--- src/rtl/alu_issue_if.sv ---
// Issue-side and result-side handshake bundle for alu_issue_queue.
// A transfer happens on a rising clk edge where valid and ready are both 1.
// valid and its payload stay stable until that edge, and ready never depends on valid.
interface alu_issue_if #(
  parameter int OP_W  = 3,
  parameter int D_W   = 5,
  parameter int RES_W = 10
);
  logic             in_valid;
  logic             in_ready;
  logic [OP_W-1:0]  in_opcode;
  logic [D_W-1:0]   in_a;
  logic [D_W-1:0]   in_b;
  logic             out_valid;
  logic             out_ready;
  logic [RES_W-1:0] out_result;
  logic [OP_W-1:0]  out_opcode;

  modport master (
    output in_valid, in_opcode, in_a, in_b, out_ready,
    input  in_ready, out_valid, out_result, out_opcode
  );

  modport slave (
    input  in_valid, in_opcode, in_a, in_b, out_ready,
    output in_ready, out_valid, out_result, out_opcode
  );
endinterface

--- src/rtl/alu_issue_queue.sv ---
// Instruction FIFO that feeds a combinational ALU and registers its result
// behind a valid/ready output stage. Sustains one instruction per cycle.
module alu_issue_queue #(
  parameter int DEPTH = 4,
  parameter int OP_W  = 3,
  parameter int D_W   = 5,
  parameter int RES_W = 10,
  parameter int CNT_W = 8
) (
  input  logic                       clk,
  input  logic                       rst,
  alu_issue_if.slave                 bus,
  output logic [OP_W-1:0]            alu_opcode,
  output logic [D_W-1:0]             alu_a,
  output logic [D_W-1:0]             alu_b,
  input  logic [RES_W-1:0]           alu_result,
  output logic [$clog2(DEPTH):0]     count,
  output logic [CNT_W-1:0]           done_count
);

  localparam int PTR_W = $clog2(DEPTH);
  localparam int OCC_W = PTR_W + 1;
  localparam int ENT_W = OP_W + 2 * D_W;
  localparam logic [OCC_W-1:0] FULL_C = OCC_W'(DEPTH);

  logic [ENT_W-1:0] r_mem [DEPTH];
  logic [PTR_W-1:0] r_wr_ptr;
  logic [PTR_W-1:0] r_rd_ptr;
  logic [OCC_W-1:0] r_count;
  logic             r_out_valid;
  logic [RES_W-1:0] r_out_result;
  logic [OP_W-1:0]  r_out_opcode;
  logic [CNT_W-1:0] r_done_count;

  logic             w_in_ready;
  logic             w_push;
  logic             w_nonempty;
  logic             w_load;
  logic             w_accept;
  logic [ENT_W-1:0] w_head;
  logic [OP_W-1:0]  w_head_op;
  logic [D_W-1:0]   w_head_a;
  logic [D_W-1:0]   w_head_b;

  // in_ready looks only at occupancy, so a full queue stays closed even on a pop cycle.
  assign w_in_ready = (r_count != FULL_C);
  assign w_push     = bus.in_valid & w_in_ready;
  assign w_nonempty = (r_count != '0);
  assign w_accept   = r_out_valid & bus.out_ready;
  // Using registered occupancy means a freshly pushed entry must become the head before it pops.
  assign w_load     = w_nonempty & (~r_out_valid | bus.out_ready);

  assign w_head    = r_mem[r_rd_ptr];
  assign w_head_op = w_head[ENT_W-1 -: OP_W];
  assign w_head_a  = w_head[2*D_W-1 -: D_W];
  assign w_head_b  = w_head[D_W-1:0];

  assign alu_opcode = w_nonempty ? w_head_op : '0;
  assign alu_a      = w_nonempty ? w_head_a  : '0;
  assign alu_b      = w_nonempty ? w_head_b  : '0;

  assign bus.in_ready   = w_in_ready;
  assign bus.out_valid  = r_out_valid;
  assign bus.out_result = r_out_result;
  assign bus.out_opcode = r_out_opcode;
  assign count          = r_count;
  assign done_count     = r_done_count;

  // Storage carries no reset; occupancy and pointers alone decide what is live.
  always_ff @(posedge clk) begin
    if (w_push) begin
      r_mem[r_wr_ptr] <= {bus.in_opcode, bus.in_a, bus.in_b};
    end
  end

  always_ff @(posedge clk) begin
    if (rst) begin
      r_wr_ptr <= '0;
      r_rd_ptr <= '0;
      r_count  <= '0;
    end else begin
      if (w_push) begin
        r_wr_ptr <= r_wr_ptr + PTR_W'(1);
      end
      if (w_load) begin
        r_rd_ptr <= r_rd_ptr + PTR_W'(1);
      end
      case ({w_push, w_load})
        2'b10:   r_count <= r_count + OCC_W'(1);
        2'b01:   r_count <= r_count - OCC_W'(1);
        default: r_count <= r_count;
      endcase
    end
  end

  always_ff @(posedge clk) begin
    if (rst) begin
      r_out_valid  <= 1'b0;
      r_out_result <= '0;
      r_out_opcode <= '0;
    end else if (w_load) begin
      r_out_valid  <= 1'b1;
      r_out_result <= alu_result;
      r_out_opcode <= w_head_op;
    end else if (w_accept) begin
      r_out_valid  <= 1'b0;
    end
  end

  always_ff @(posedge clk) begin
    if (rst) begin
      r_done_count <= '0;
    end else if (w_accept) begin
      r_done_count <= r_done_count + CNT_W'(1);
    end
  end

endmodule
--- src/flat_wrapper.sv ---
// flat-port wrapper written by rule: the top's interface ports become plain ports
module alu_issue_queue_flat 
#(
  parameter int DEPTH = 4,
  parameter int OP_W  = 3,
  parameter int D_W   = 5,
  parameter int RES_W = 10,
  parameter int CNT_W = 8
)
  (clk, rst, alu_opcode, alu_a, alu_b, alu_result, count, done_count, bus_in_valid, bus_in_opcode, bus_in_a, bus_in_b, bus_out_ready, bus_in_ready, bus_out_valid, bus_out_result, bus_out_opcode);
  alu_issue_if #(.OP_W(OP_W), .D_W(D_W), .RES_W(RES_W)) bus_i ();
  input  logic clk;
  input  logic rst;
  output logic [OP_W-1:0] alu_opcode;
  output logic [D_W-1:0] alu_a;
  output logic [D_W-1:0] alu_b;
  input  logic [RES_W-1:0] alu_result;
  output logic [$clog2(DEPTH):0] count;
  output logic [CNT_W-1:0] done_count;
  input wire logic [$bits(bus_i.in_valid)-1:0] bus_in_valid;
  input wire logic [$bits(bus_i.in_opcode)-1:0] bus_in_opcode;
  input wire logic [$bits(bus_i.in_a)-1:0] bus_in_a;
  input wire logic [$bits(bus_i.in_b)-1:0] bus_in_b;
  input wire logic [$bits(bus_i.out_ready)-1:0] bus_out_ready;
  output wire logic [$bits(bus_i.in_ready)-1:0] bus_in_ready;
  output wire logic [$bits(bus_i.out_valid)-1:0] bus_out_valid;
  output wire logic [$bits(bus_i.out_result)-1:0] bus_out_result;
  output wire logic [$bits(bus_i.out_opcode)-1:0] bus_out_opcode;
  assign bus_i.in_valid = bus_in_valid;
  assign bus_i.in_opcode = bus_in_opcode;
  assign bus_i.in_a = bus_in_a;
  assign bus_i.in_b = bus_in_b;
  assign bus_i.out_ready = bus_out_ready;
  assign bus_in_ready = bus_i.in_ready;
  assign bus_out_valid = bus_i.out_valid;
  assign bus_out_result = bus_i.out_result;
  assign bus_out_opcode = bus_i.out_opcode;
  alu_issue_queue #(.DEPTH(DEPTH), .OP_W(OP_W), .D_W(D_W), .RES_W(RES_W), .CNT_W(CNT_W)) u_core (.clk(clk), .rst(rst), .bus(bus_i), .alu_opcode(alu_opcode), .alu_a(alu_a), .alu_b(alu_b), .alu_result(alu_result), .count(count), .done_count(done_count));
endmodule
--- config.mk ---
export PLATFORM = sky130hd
export DESIGN_NAME = alu_issue_queue_flat
export DESIGN_NICKNAME = d
export VERILOG_FILES = /design/src/rtl/alu_issue_if.sv /design/src/rtl/alu_issue_queue.sv /design/src/flat_wrapper.sv
export SDC_FILE = /design/constraint.sdc
export NUM_CORES = 1
export LEC_CHECK = 0
export CAP_MARGIN = 10
export CORE_AREA = 4 4 87 89
export CTS_CLUSTER_DIAMETER = 80
export DETAILED_ROUTE_END_ITERATION = 12
export DIE_AREA = 0 0 91 93
export GPL_TIMING_DRIVEN = 0
export HOLD_SLACK_MARGIN = 0.02
export PLACE_DENSITY = 0.79
export SLEW_MARGIN = 10
export SYNTH_ARGS = -nofsm -noshare
export SYNTH_HDL_FRONTEND = slang
export SYNTH_SLANG_ARGS = --single-unit
--- constraint.sdc ---
create_clock -name clk -period 2.41 [get_ports clk]
set_input_delay 0.241 -clock clk [delete_from_list [all_inputs] [get_ports clk]]
set_output_delay 0.241 -clock clk [all_outputs]
set_load 0.05 [all_outputs]
==> run summary <==
TIMING
------------------------------------------------------------------------------------------------------
Worst Clk Skew                                                                               0.0111 ns
Fraction of the cycle the final worst path needs                                                 0.953
Transition time at the pin with the least slew margin                                         0.687 ns
Minimum period implied by the final worst setup slack                                          2.30 ns
Smallest hold slack                                                                           0.298 ns
Max-slew violations                                                                                  0
Final Hold Vio Count                                                                                 0
Minimum setup slack in the final design                                                       0.113 ns
Final-report setup violation count                                                                   0
Maximum clock rate                                                                             435 MHz
Max_slew headroom                                                                                0.542
Unrepaired setup endpoints after global routing                                                  false

CELLS AND AREA
------------------------------------------------------------------------------------------------------
Final Instance Area                                                                           4290 um2
Final Non-Filler Cells                                                                             399
Area overhead of the layout relative to synthesis                                                29.4%
Nets                                                                                               348
Most common cell after layout, fill and taps aside                                            edfxtp_1
Fill cells                                                                                         499
Highest-count cells in the layout ignoring fill and taps                                  edfxtp_1, clkdlybuf4s50_1, dfxtp_1
Count of antenna diodes in the layout                                                                0
Share of cells above drive strength 1                                                            0.166

DIE
------------------------------------------------------------------------------------------------------
Number of I/O pins                                                                                  66
Effective utilization at floorplan                                                               0.491
DIE WIDTH                                                                                        91 um
Core box area                                                                                 6760 um2
Y dimension of the die                                                                           93 um
Number of rows in the core area                                                                     30
Floorplan die area                                                                            8460 um2

PLACE
------------------------------------------------------------------------------------------------------
Post-place instance area                                                                      4070 um2
Final weighted congestion of routability-driven global placement                                 0.740
DP Cell Count                                                                                      383
Post-placement setup slack                                                                   -0.103 ns
DP HPWL                                                                                        4.62 mm
IO buf count                                                                                        64

SYNTH
------------------------------------------------------------------------------------------------------
Primary flip-flop cell chosen by synthesis mapping                                            edfxtp_1
Post-synthesis net count                                                                           273
Post-Synth Simple-Gate Area                                                                      0.106
Gate count after technology mapping                                                                239
Synth Cell Area                                                                               3320 um2
Sequential element share of the synthesized area                                                 0.658
Synthesized area divided by synthesized cell count                                            13.9 um2
Post-synth EDFFs                                                                                    52
Mux contribution to synthesized area                                                            0.0882
Xor and xnor fraction of the mapped netlist area                                                0.0106
Complex-gate fraction of the synthesized area                                                   0.0826
Async set or reset register ratio after synthesis                                                    0
Number of different library cells in the post-synthesis netlist                                     31
Area share of fa/ha/maj cells after synthesis                                                   0.0287
Main combinational cell family by area after synthesis                                    simple AND/OR/NAND/NOR gates
Post-synthesis register bit count                                                                   83
Total number of yosys warnings                                                                       0

GRT
------------------------------------------------------------------------------------------------------
Via count of the first global-routing pass                                                       2,239
Global-route usage over all layers                                                               0.165
Initial antenna violation count                                                                      0
Pin count of the biggest net entering global routing                                                14
GRT Residual Overflow                                                                                0
Wire length of the first global-routing pass                                                   10.9 mm

WORST HOLD PATH
------------------------------------------------------------------------------------------------------
Worst hold path class                                                                           in2reg

OUTCOME
------------------------------------------------------------------------------------------------------
Outcome                                                                                   finished, final reports clean

ROUTING
------------------------------------------------------------------------------------------------------
Total via count in the routed design                                                             2,164
Remaining antenna violation count                                                                    0
Vias/cell                                                                                         5.42
Number of search-and-repair iterations in the first detailed-routing pass                            4
Drt wl/cell                                                                                    16.7 um
Total length of routed wires                                                                   6.65 mm
DR WL met2                                                                                     3.50 mm
Detailed-routing wirelength on met1                                                            2.76 mm
Met3 WL post-DR                                                                                 315 um
DR DRC count                                                                                         0
Iteration-0 DRC count of the detailed router                                                       132
Top layer used by detailed routing                                                                met4

POWER
------------------------------------------------------------------------------------------------------
Power density cells                                                                        1260 nW/um2
Total leakage power                                                                            1.46 nW
Worst vdd rail ir drop                                                                        0.636 mV
Power Total                                                                                  0.00539 W

CRITICAL PATH
------------------------------------------------------------------------------------------------------
Reg2Reg Depth                                                                                        9
Critical path start-end classification                                                         reg2out
Arrival time of data at the critical path endpoint                                             2.06 ns
Crit path to                                                                              alu_opcode[1]
Worst reg2reg path startpoint                                                             u_core.count[0]
Required arrival time at the worst endpoint                                                    2.17 ns
Critical path launch point type                                                              flip-flop
Worst flop-to-flop path endpoint                                                          u_core.count[2]
Setup slack of the most critical reg-to-reg path                                               0.17 ns
Setup crit start                                                                          u_core.count[0]
Worst Setup End Kind                                                                       output port
Highest net fanout along the worst path                                                             10

CLOCKING
------------------------------------------------------------------------------------------------------
Clock tree from TritonCTS                                                                         done
Clock Tree Buf Depth                                                                                 2
Post-CTS setup buffers                                                                               0
Clock Sinks                                                                                         83
Root Buffer Master                                                                            clkbuf_8
TritonCTS Buffers                                                                                    9
Clock transition at the register clock pins on the worst setup and hold paths after CTS        0.08 ns
Skew-Pair Late Insertion Delay                                                                 0.34 ns
Number of H-tree branching levels                                                                    3

FLOW RUN
------------------------------------------------------------------------------------------------------
Max capacitance violation total                                                                      0

-- critical path, cell delays in order (launching register included) --
cell,delay (ns)
dfxtp_2,0.36
or3_1,0.36
buf_2,0.19
clkbuf_1,0.25
and2_1,0.22
clkdlybuf4s15_2,0.33
-- flip-flops by register name, summed over array words and instances, names as in the netlist, named ones only --
signal and flops:
u_core.bus.out_opcode 3, u_core.r_wr_ptr 2, u_core.count 3, u_core.r_mem 52, u_core.bus.out_valid 1, u_core.r_rd_ptr 2
u_core.done_count 8, u_core.bus.out_result 10
-- how the worst min path moves through the flow --
stage                             start                  endpoint  slack (ns)  cells after the start
6_report                   bus_in_valid        u_core.r_wr_ptr[0]        0.30                      3
5_1_grt                    bus_in_valid        u_core.r_wr_ptr[0]        0.35                      3
4_1_cts                    bus_in_valid        u_core.r_wr_ptr[0]        0.29                      3
3_5_place_dp   u_core.bus.out_result[7]  u_core.bus.out_result[7]        0.47                      2
3_3_place_gp   u_core.bus.out_result[1]  u_core.bus.out_result[1]        0.46                      2
2_1_floorplan               bus_in_b[0]        u_core.r_mem[0][0]        0.34                      0
-- per-stage QoR --
| step | setup TNS, ns | util |
|---|---|---|
| 2_1_floorplan | 0 | - |
| 3_3_place_gp | -0.0715 | 0.602 |
| 3_5_place_dp | -0.148 | 0.602 |
| 4_1_cts | 0 | 0.635 |
| 5_1_grt | 0 | 0.636 |
| 6_report | 0 | 0.636 |
-- cell type report --
type,count,area (um2),area share
timing repair buffer,64,649,0.151
buffer,13,67.6,0.0157
multi-input combinational,136,1050,0.245
clock inverter,5,77.6,0.0181
tap,80,100,0.0233
sequential,83,2190,0.510
inverter,7,26.3,0.00612
clock buffer,11,131,0.0306
-- power breakdown --
group / switching, W / total [W] / internal [W]
Combinational: 0.00159 / 0.00246 / 0.000878
Sequential: 0.000138 / 0.00189 / 0.00175
Clock: 0.000463 / 0.00104 / 0.000580
Total: 0.00219 / 0.00539 / 0.00321
-- metal layers --
layer  GRT usage  vias up
met5           0        -
met4      0.0528        0
met3      0.0410        8
met2       0.285       57
met1       0.203     1051
li1            -     1048
-- cell families (layout without fill, tap and decap cells) --
group           Yosys count  in the layout
flops                    83             83
simple gates             62             62
compound gates           50             50
buf+inv                  20            100
mux                      13             13
fa+ha+maj                 7              7
xor+xnor                  4              4
-- synth_stat cells (2+ instances only) --
| cell | number | share of area |
|---|---|---|
| xor2_1 | 4 | 0.011 |
| clkbuf_1 | 5 | 0.0057 |
| and3_1 | 4 | 0.0075 |
| a21oi_1 | 26 | 0.039 |
| o21ai_1 | 10 | 0.015 |
| inv_1 | 7 | 0.0079 |
| and2_1 | 13 | 0.025 |
| nand2_1 | 4 | 0.0045 |
| edfxtp_1 | 52 | 0.47 |
| a21o_1 | 2 | 0.0045 |
| nand3_1 | 20 | 0.030 |
| o21ai_0 | 8 | 0.012 |
| or4_1 | 2 | 0.0045 |
| or3_1 | 6 | 0.011 |
| nor2_1 | 7 | 0.0079 |
| buf_2 | 6 | 0.0091 |
| mux4_2 | 13 | 0.088 |
| dfxtp_1 | 31 | 0.19 |
| ha_1 | 6 | 0.023 |
| o31ai_1 | 2 | 0.0045 |
-- repair_timing --
action,CTS,global route
gates resized for setup,36,3
hold buffers,0,0
endpoints found under the setup margin,13,1
(Power assumes the default switching activity.)
